`src/rtl/instr_fetch_if.sv`:
```
// Fetch-stage bus bundle: instruction memory request/response plus the decode-side
// view (held instruction, pc, retire controls) and the sticky fetch error.
// master = fetch stage (drives requests and the held instruction); slave = memory/decode side.
interface instr_fetch_if;
  // instruction memory
  logic        imem_req;
  logic [63:0] imem_addr;
  logic        imem_ready;
  logic [31:0] imem_rdata;
  // decode side
  logic [31:0] instr;
  logic [10:0] opcode;
  logic        instr_valid;
  logic [63:0] pc;
  logic        stall;
  logic        branch;
  logic        uncond_branch;
  logic        zero;
  logic [63:0] branch_offset;
  // status
  logic        fetch_err;

  modport master (
    output imem_req, imem_addr, instr, opcode, instr_valid, pc, fetch_err,
    input  imem_ready, imem_rdata, stall, branch, uncond_branch, zero, branch_offset
  );

  modport slave (
    input  imem_req, imem_addr, instr, opcode, instr_valid, pc, fetch_err,
    output imem_ready, imem_rdata, stall, branch, uncond_branch, zero, branch_offset
  );
endinterface

```
`src/rtl/instr_fetch.sv`:
```
// LEGv8 instruction fetch: owns the PC, fetches a word per instruction, holds it for decode.
// Latency: 2 cycles per instruction minimum (FETCH with same-cycle ready, then DECODE).
// Backpressure: stall holds DECODE; a memory that never answers within TIMEOUT edges
// parks the stage in a sticky error until reset.
// Ports: clk, reset (async, active-high), bus (instr_fetch_if.master). All outputs are
// decoded from registers only.
module instr_fetch #(
  parameter logic [63:0] RESET_PC = 64'h0,
  parameter int          TIMEOUT  = 16
) (
  input  logic          clk,
  input  logic          reset,
  instr_fetch_if.master bus
);

  // Counter only has to reach TIMEOUT-1; keep it at least one bit wide.
  localparam int CW = (TIMEOUT > 1) ? $clog2(TIMEOUT) : 1;

  typedef enum logic [1:0] {
    S_IDLE,
    S_FETCH,
    S_DECODE,
    S_ERR
  } state_t;

  state_t        r_state;
  state_t        w_state_nxt;
  logic [CW-1:0] r_cnt;
  logic [63:0]   r_pc;
  logic [31:0]   r_instr;

  logic          w_cnt_last;
  logic          w_accept;
  logic          w_retire;
  logic          w_taken;
  logic [63:0]   w_next_pc;

  assign w_cnt_last = (r_cnt == CW'(TIMEOUT - 1));
  assign w_accept   = (r_state == S_FETCH) && bus.imem_ready;
  assign w_retire   = (r_state == S_DECODE) && !bus.stall;

  // Branch controls are only consumed under w_retire, so X on them outside a
  // retire edge never reaches state.
  assign w_taken    = bus.uncond_branch | (bus.branch & bus.zero);
  assign w_next_pc  = w_taken ? (r_pc + (bus.branch_offset << 2)) : (r_pc + 64'd4);

  // State register
  always_ff @(posedge clk or posedge reset) begin
    if (reset) begin
      r_state <= S_IDLE;
    end else begin
      r_state <= w_state_nxt;
    end
  end

  // Next state and state-decoded outputs
  always_comb begin
    w_state_nxt     = r_state;
    bus.imem_req    = 1'b0;
    bus.instr_valid = 1'b0;
    bus.fetch_err   = 1'b0;
    case (r_state)
      S_IDLE: begin
        w_state_nxt = S_FETCH;
      end
      S_FETCH: begin
        bus.imem_req = 1'b1;
        // Ready on the last allowed edge still wins over the timeout.
        if (bus.imem_ready) begin
          w_state_nxt = S_DECODE;
        end else if (w_cnt_last) begin
          w_state_nxt = S_ERR;
        end
      end
      S_DECODE: begin
        bus.instr_valid = 1'b1;
        if (!bus.stall) begin
          w_state_nxt = S_FETCH;
        end
      end
      S_ERR: begin
        bus.fetch_err = 1'b1;
      end
      default: begin
        w_state_nxt = S_IDLE;
      end
    endcase
  end

  // Datapath: PC, held instruction, miss counter
  always_ff @(posedge clk or posedge reset) begin
    if (reset) begin
      r_pc    <= RESET_PC;
      r_instr <= 32'h0;
      r_cnt   <= '0;
    end else begin
      if (w_accept) begin
        r_instr <= bus.imem_rdata;
        r_cnt   <= '0;
      end else if ((r_state == S_FETCH) && !w_cnt_last) begin
        r_cnt <= r_cnt + CW'(1);
      end
      if (w_retire) begin
        r_pc <= w_next_pc;
      end
    end
  end

  assign bus.imem_addr = r_pc;
  assign bus.pc        = r_pc;
  assign bus.instr     = r_instr;
  assign bus.opcode    = r_instr[31:21];

endmodule

```
`src/flat_wrapper.sv`:
```
// flat-port wrapper written by rule: the top's interface ports become plain ports
module instr_fetch_flat 
#(
  parameter logic [63:0] RESET_PC = 64'h0,
  parameter int          TIMEOUT  = 16
)
  (clk, reset, bus_imem_req, bus_imem_addr, bus_instr, bus_opcode, bus_instr_valid, bus_pc, bus_fetch_err, bus_imem_ready, bus_imem_rdata, bus_stall, bus_branch, bus_uncond_branch, bus_zero, bus_branch_offset);
  instr_fetch_if bus_i ();
  input  logic clk;
  input  logic reset;
  output wire logic [$bits(bus_i.imem_req)-1:0] bus_imem_req;
  output wire logic [$bits(bus_i.imem_addr)-1:0] bus_imem_addr;
  output wire logic [$bits(bus_i.instr)-1:0] bus_instr;
  output wire logic [$bits(bus_i.opcode)-1:0] bus_opcode;
  output wire logic [$bits(bus_i.instr_valid)-1:0] bus_instr_valid;
  output wire logic [$bits(bus_i.pc)-1:0] bus_pc;
  output wire logic [$bits(bus_i.fetch_err)-1:0] bus_fetch_err;
  input wire logic [$bits(bus_i.imem_ready)-1:0] bus_imem_ready;
  input wire logic [$bits(bus_i.imem_rdata)-1:0] bus_imem_rdata;
  input wire logic [$bits(bus_i.stall)-1:0] bus_stall;
  input wire logic [$bits(bus_i.branch)-1:0] bus_branch;
  input wire logic [$bits(bus_i.uncond_branch)-1:0] bus_uncond_branch;
  input wire logic [$bits(bus_i.zero)-1:0] bus_zero;
  input wire logic [$bits(bus_i.branch_offset)-1:0] bus_branch_offset;
  assign bus_imem_req = bus_i.imem_req;
  assign bus_imem_addr = bus_i.imem_addr;
  assign bus_instr = bus_i.instr;
  assign bus_opcode = bus_i.opcode;
  assign bus_instr_valid = bus_i.instr_valid;
  assign bus_pc = bus_i.pc;
  assign bus_fetch_err = bus_i.fetch_err;
  assign bus_i.imem_ready = bus_imem_ready;
  assign bus_i.imem_rdata = bus_imem_rdata;
  assign bus_i.stall = bus_stall;
  assign bus_i.branch = bus_branch;
  assign bus_i.uncond_branch = bus_uncond_branch;
  assign bus_i.zero = bus_zero;
  assign bus_i.branch_offset = bus_branch_offset;
  instr_fetch #(.RESET_PC(RESET_PC), .TIMEOUT(TIMEOUT)) u_core (.clk(clk), .reset(reset), .bus(bus_i));
endmodule
```
`config.mk`:
```
export PLATFORM = sky130hd
export DESIGN_NAME = instr_fetch_flat
export DESIGN_NICKNAME = d
export VERILOG_FILES = /design/src/rtl/instr_fetch_if.sv /design/src/rtl/instr_fetch.sv /design/src/flat_wrapper.sv
export SDC_FILE = /design/constraint.sdc
export NUM_CORES = 1
export LEC_CHECK = 0
export BUFFER_PORTS_ARGS = -buffer_cell sky130_fd_sc_hd__buf_2
export CAP_MARGIN = 25
export CORE_MARGIN = 2
export CORE_UTILIZATION = 40
export DETAILED_ROUTE_END_ITERATION = 8
export PLACE_DENSITY = 0.68
export SLEW_MARGIN = 10
export SYNTH_ARGS = -nofsm -noshare
export SYNTH_HDL_FRONTEND = slang
export SYNTH_SLANG_ARGS = --single-unit
```
`constraint.sdc`:
```
create_clock -name clk -period 3.64 [get_ports clk]
set_input_delay 0.91 -clock clk [delete_from_list [all_inputs] [get_ports clk]]
set_output_delay 0.91 -clock clk [all_outputs]
set_load 0.05 [all_outputs]
```
==> flow_summary.ini <==
[floorplanning]
coreArea_um2 = 20300
start_util = 0.409
num_rows = 52
dieArea_um2 = 21900
io_pins = 277
die_h_um = 148
fp.dieW_um = 148

[yosys]
ys.flop_type = dfrtp_1
synth_top_family_by_area = compound AO/OA/AOI/OAI gates
synthSimpleGateAreaFrac = 0.193
syn_avg_cell_area_um2 = 8.39
synth_compound_area_frac = 0.204
ys_top_cells_by_area = dfrtp_1 30%, ha_1 9.3%, buf_4 7.3%
yosys_warnings = 0
synth_top_area_frac = 0.301
yosysTopAreaCell = dfrtp_1
ys_types = 67
yosysSeqAreaShare = 0.301
muxShareOfSynthArea = 0.0459
synthTopCellsByCount = 125 x nand2_1, 100 x dfrtp_1, 84 x a21oi_1
synth_edf_count = 0
ys_seq_elements = 100
synth-async-reset-ratio = 1.00
synth_area_um2 = 8310
synthCells = 990
yosysMostFrequentCell = nand2_1
synth-xor-area-share = 0.0611
synthAdderAreaFrac = 0.0958

[detailed_routing]
dr.pass1.iters = 4
via_count = 8252
wl_um = 24200
detail_route.wl_per_cell_um = 14.8
drtAntennaViolNets = 0
drc = 0
drtIter0Drc = 329
drt-vias-per-instance = 5.05

[global_routing]
grt_pass1_vias = 7919
antenna_found_initial = 0
gr-total-overflow = 0
grt_pass1_wl_um = 37100
grt_max_degree = 84
track_usage = 0.207

[power]
p_switching_uw = 4130
leakagePower_uw = 0.00586
clkPwrFrac = 0.133
seqPwrFrac = 0.218
comb_power_share = 0.649
p_per_area_nw_per_um2 = 671
peakVddDrop_mv = 0.467
p_total_uw = 7770
p_int_uw = 3640
swShare = 0.532

[sta]
max_freq_mhz = 282
setup_ws_ps = 89.0
setup_viol_count_final = 0
hold_viol_final = 0
slew_headroom = 0.451
maxSlewViolCount = 0
post-route-period-util = 0.976
clock_skew_ps = 12.1
hold_ws_ps = 502
rsz0062_at_grt = true
fin_crit_ps = 3550
worstMarginPinSlew_ps = 824

[placement]
place.gp.congestion = 0.911
dp_cells = 1610
dp_slack_ps = -482
hpwl_um = 18400
placed_area_um2 = 10800
port_buffers = 270

[setup_path]
crit_top_cell = buf_4
max_stage_delay_ps = 410
critical_path_class = primary input to flop
critPathMaxFanout = 12
crit_slowest_cell = or3b_4
crit_family = compound AO/OA/AOI/OAI gates
r2r_slack_ps = 840
critPathCaptureType = flop
start_kind = primary input
critPathBufInv = 4
required_ps = 3860
path_cells = buf_2, a21o_4, buf_12, and2_1, ha_4, buf_4, nand4_4, buf_4, nor2_2, o2bb2ai_2, or3b_4, o21ai_4, o31ai_4, a21bo_2, a21oi_2, xnor2_1, o21ai_1
worstPathArrival_ps = 3770

[cts]
ctsHoldBuffers = 0
clock_latency_ps = 370
h-tree-depth = 3
numCtsBuffers = 9
clock-sinks = 100
cts_buffer_depth = 2
path_clk_slew_ps = 80
cts_tree = built
clock-root-buffer = clkbuf_16

[cells_and_area]
stdcell_count = 1633
stdcell_area_um2 = 11600
insertedDiodeCount = 0
fin_nets = 1524
syn_to_final_growth_pct = 39.3
drive_above_1_share = 0.448

[worst_hold_path]
hold_class = flop to flop

[job]
max-cap-violations = 0

[status]
outcome = complete, no violations
layout make-up:
class                      instances  area (µm²)
fill                            1883        8720
inverter                          10        40.0
sequential                       100        2500
multi-input combinational        757        5400
clock buffer                       9         225
timing repair buffer             480        2970
clock inverter                     7        93.8
tap                              270         338
worst reg2reg max path, cell delays in order (launching register included):
cell       delay (ps)
dfrtp_1           440
ha_1              250
inv_1              80
fa_2              230
nor2b_2            50
o2111ai_2         190
nand4b_1          190
nand3_1           130
and3_4            230
o22ai_4           100
o31a_4            320
buf_4             150
a211o_1           260
a21oi_2           120
cell families after synthesis:
group	count (synthesis)
AOI/OAI and AO/OA	273
xor gates and xnor gates	58
adders and majority gates	63
buffers and inverters	136
DFF	100
muxes	34
other	1
and+or+nand+nor	325
power by group through the flow:
| stage | registers, µW | logic [µW] | clock network [µW] |
|---|---|---|---|
| detailed placement | 1710 | 4840 | 0 |
| global route | 1750 | 5400 | 1110 |
| CTS | 1690 | 4870 | 1070 |
| floorplan | 2590 | 2690 | 0 |
| finish | 1700 | 5040 | 1030 |
| global placement | 1700 | 4800 | 0 |
per-stage QoR:
| step | TNS (ps) | util |
|---|---|---|
| 3_3_place_gp | -9890 | 0.531 |
| 6_report | 0 | 0.570 |
| 4_1_cts | 0 | 0.548 |
| 3_5_place_dp | -10800 | 0.531 |
| 5_1_grt | -228 | 0.570 |
| 2_1_floorplan | 0 | - |
sequential cells by signal, indices dropped and copies added (netlist names):
name and flops:
u_core.r_state 2, u_core.bus.imem_addr 62, u_core.bus.instr 32, u_core.r_cnt 4
cells in the final DEF, fill, tap and decap left out, types with 4 or more instances in the layout:
cell type  instances
xor2_1            27
ha_4              13
o21ai_2            5
a21oi_2           19
nor2_1            45
a31oi_1            5
o21a_1             9
o21ai_0           72
o211ai_1           6
o21bai_1           8
conb_1             4
o21ai_1           17
nor3_1             7
dfrtp_1          100
clkinv_8           4
nand2b_1           8
mux2_2            33
a21oi_1           67
nor2b_1            5
nand3_1           17
inv_1              9
xnor2_1           31
buf_2            270
and2_1            64
buf_4            206
a21o_1            23
nand2_1          123
ha_1              47
nand4_1           23
and3_1             5
clkbuf_16         10
or3_1              6
path summary, 6_finish.rpt:
| kind | end | from | cells after the start |
|---|---|---|---|
| hold reg to reg | u_core.bus.instr[18]$_DFFE_PP0P_ | u_core.bus.instr[18]$_DFFE_PP0P_ | 1 |
| setup / recovery | u_core.bus.imem_addr[57]$_DFFE_PP0P_ | bus_zero | 17 |
| max in group asynchronous | u_core.bus.instr[11]$_DFFE_PP0P_ | reset | 3 |
| hold / removal | u_core.bus.instr[18]$_DFFE_PP0P_ | u_core.bus.instr[18]$_DFFE_PP0P_ | 1 |
| min in group asynchronous | u_core.bus.instr[1]$_DFFE_PP0P_ | reset | 2 |
| setup reg to reg | u_core.bus.imem_addr[58]$_DFFE_PP0P_ | u_core.bus.imem_addr[2]$_DFFE_PP0P_ | 13 |
per-layer routing:
layer / up-vias / part of all wire / track usage
met5: - / 0 / 0
met4: 0 / 0.0089 / 0.0452
met3: 17 / 0.048 / 0.0258
met2: 224 / 0.50 / 0.371
met1: 3875 / 0.44 / 0.267
li1: 4136 / - / -
repair_timing:
item,in CTS,in global routing
endpoints found under the setup margin,14,28
gates resized for setup,6,78
buffers inserted,0,6
pin swaps,1,36
cloned,0,1
No activity file was read; power rests on OpenSTA's default activity.
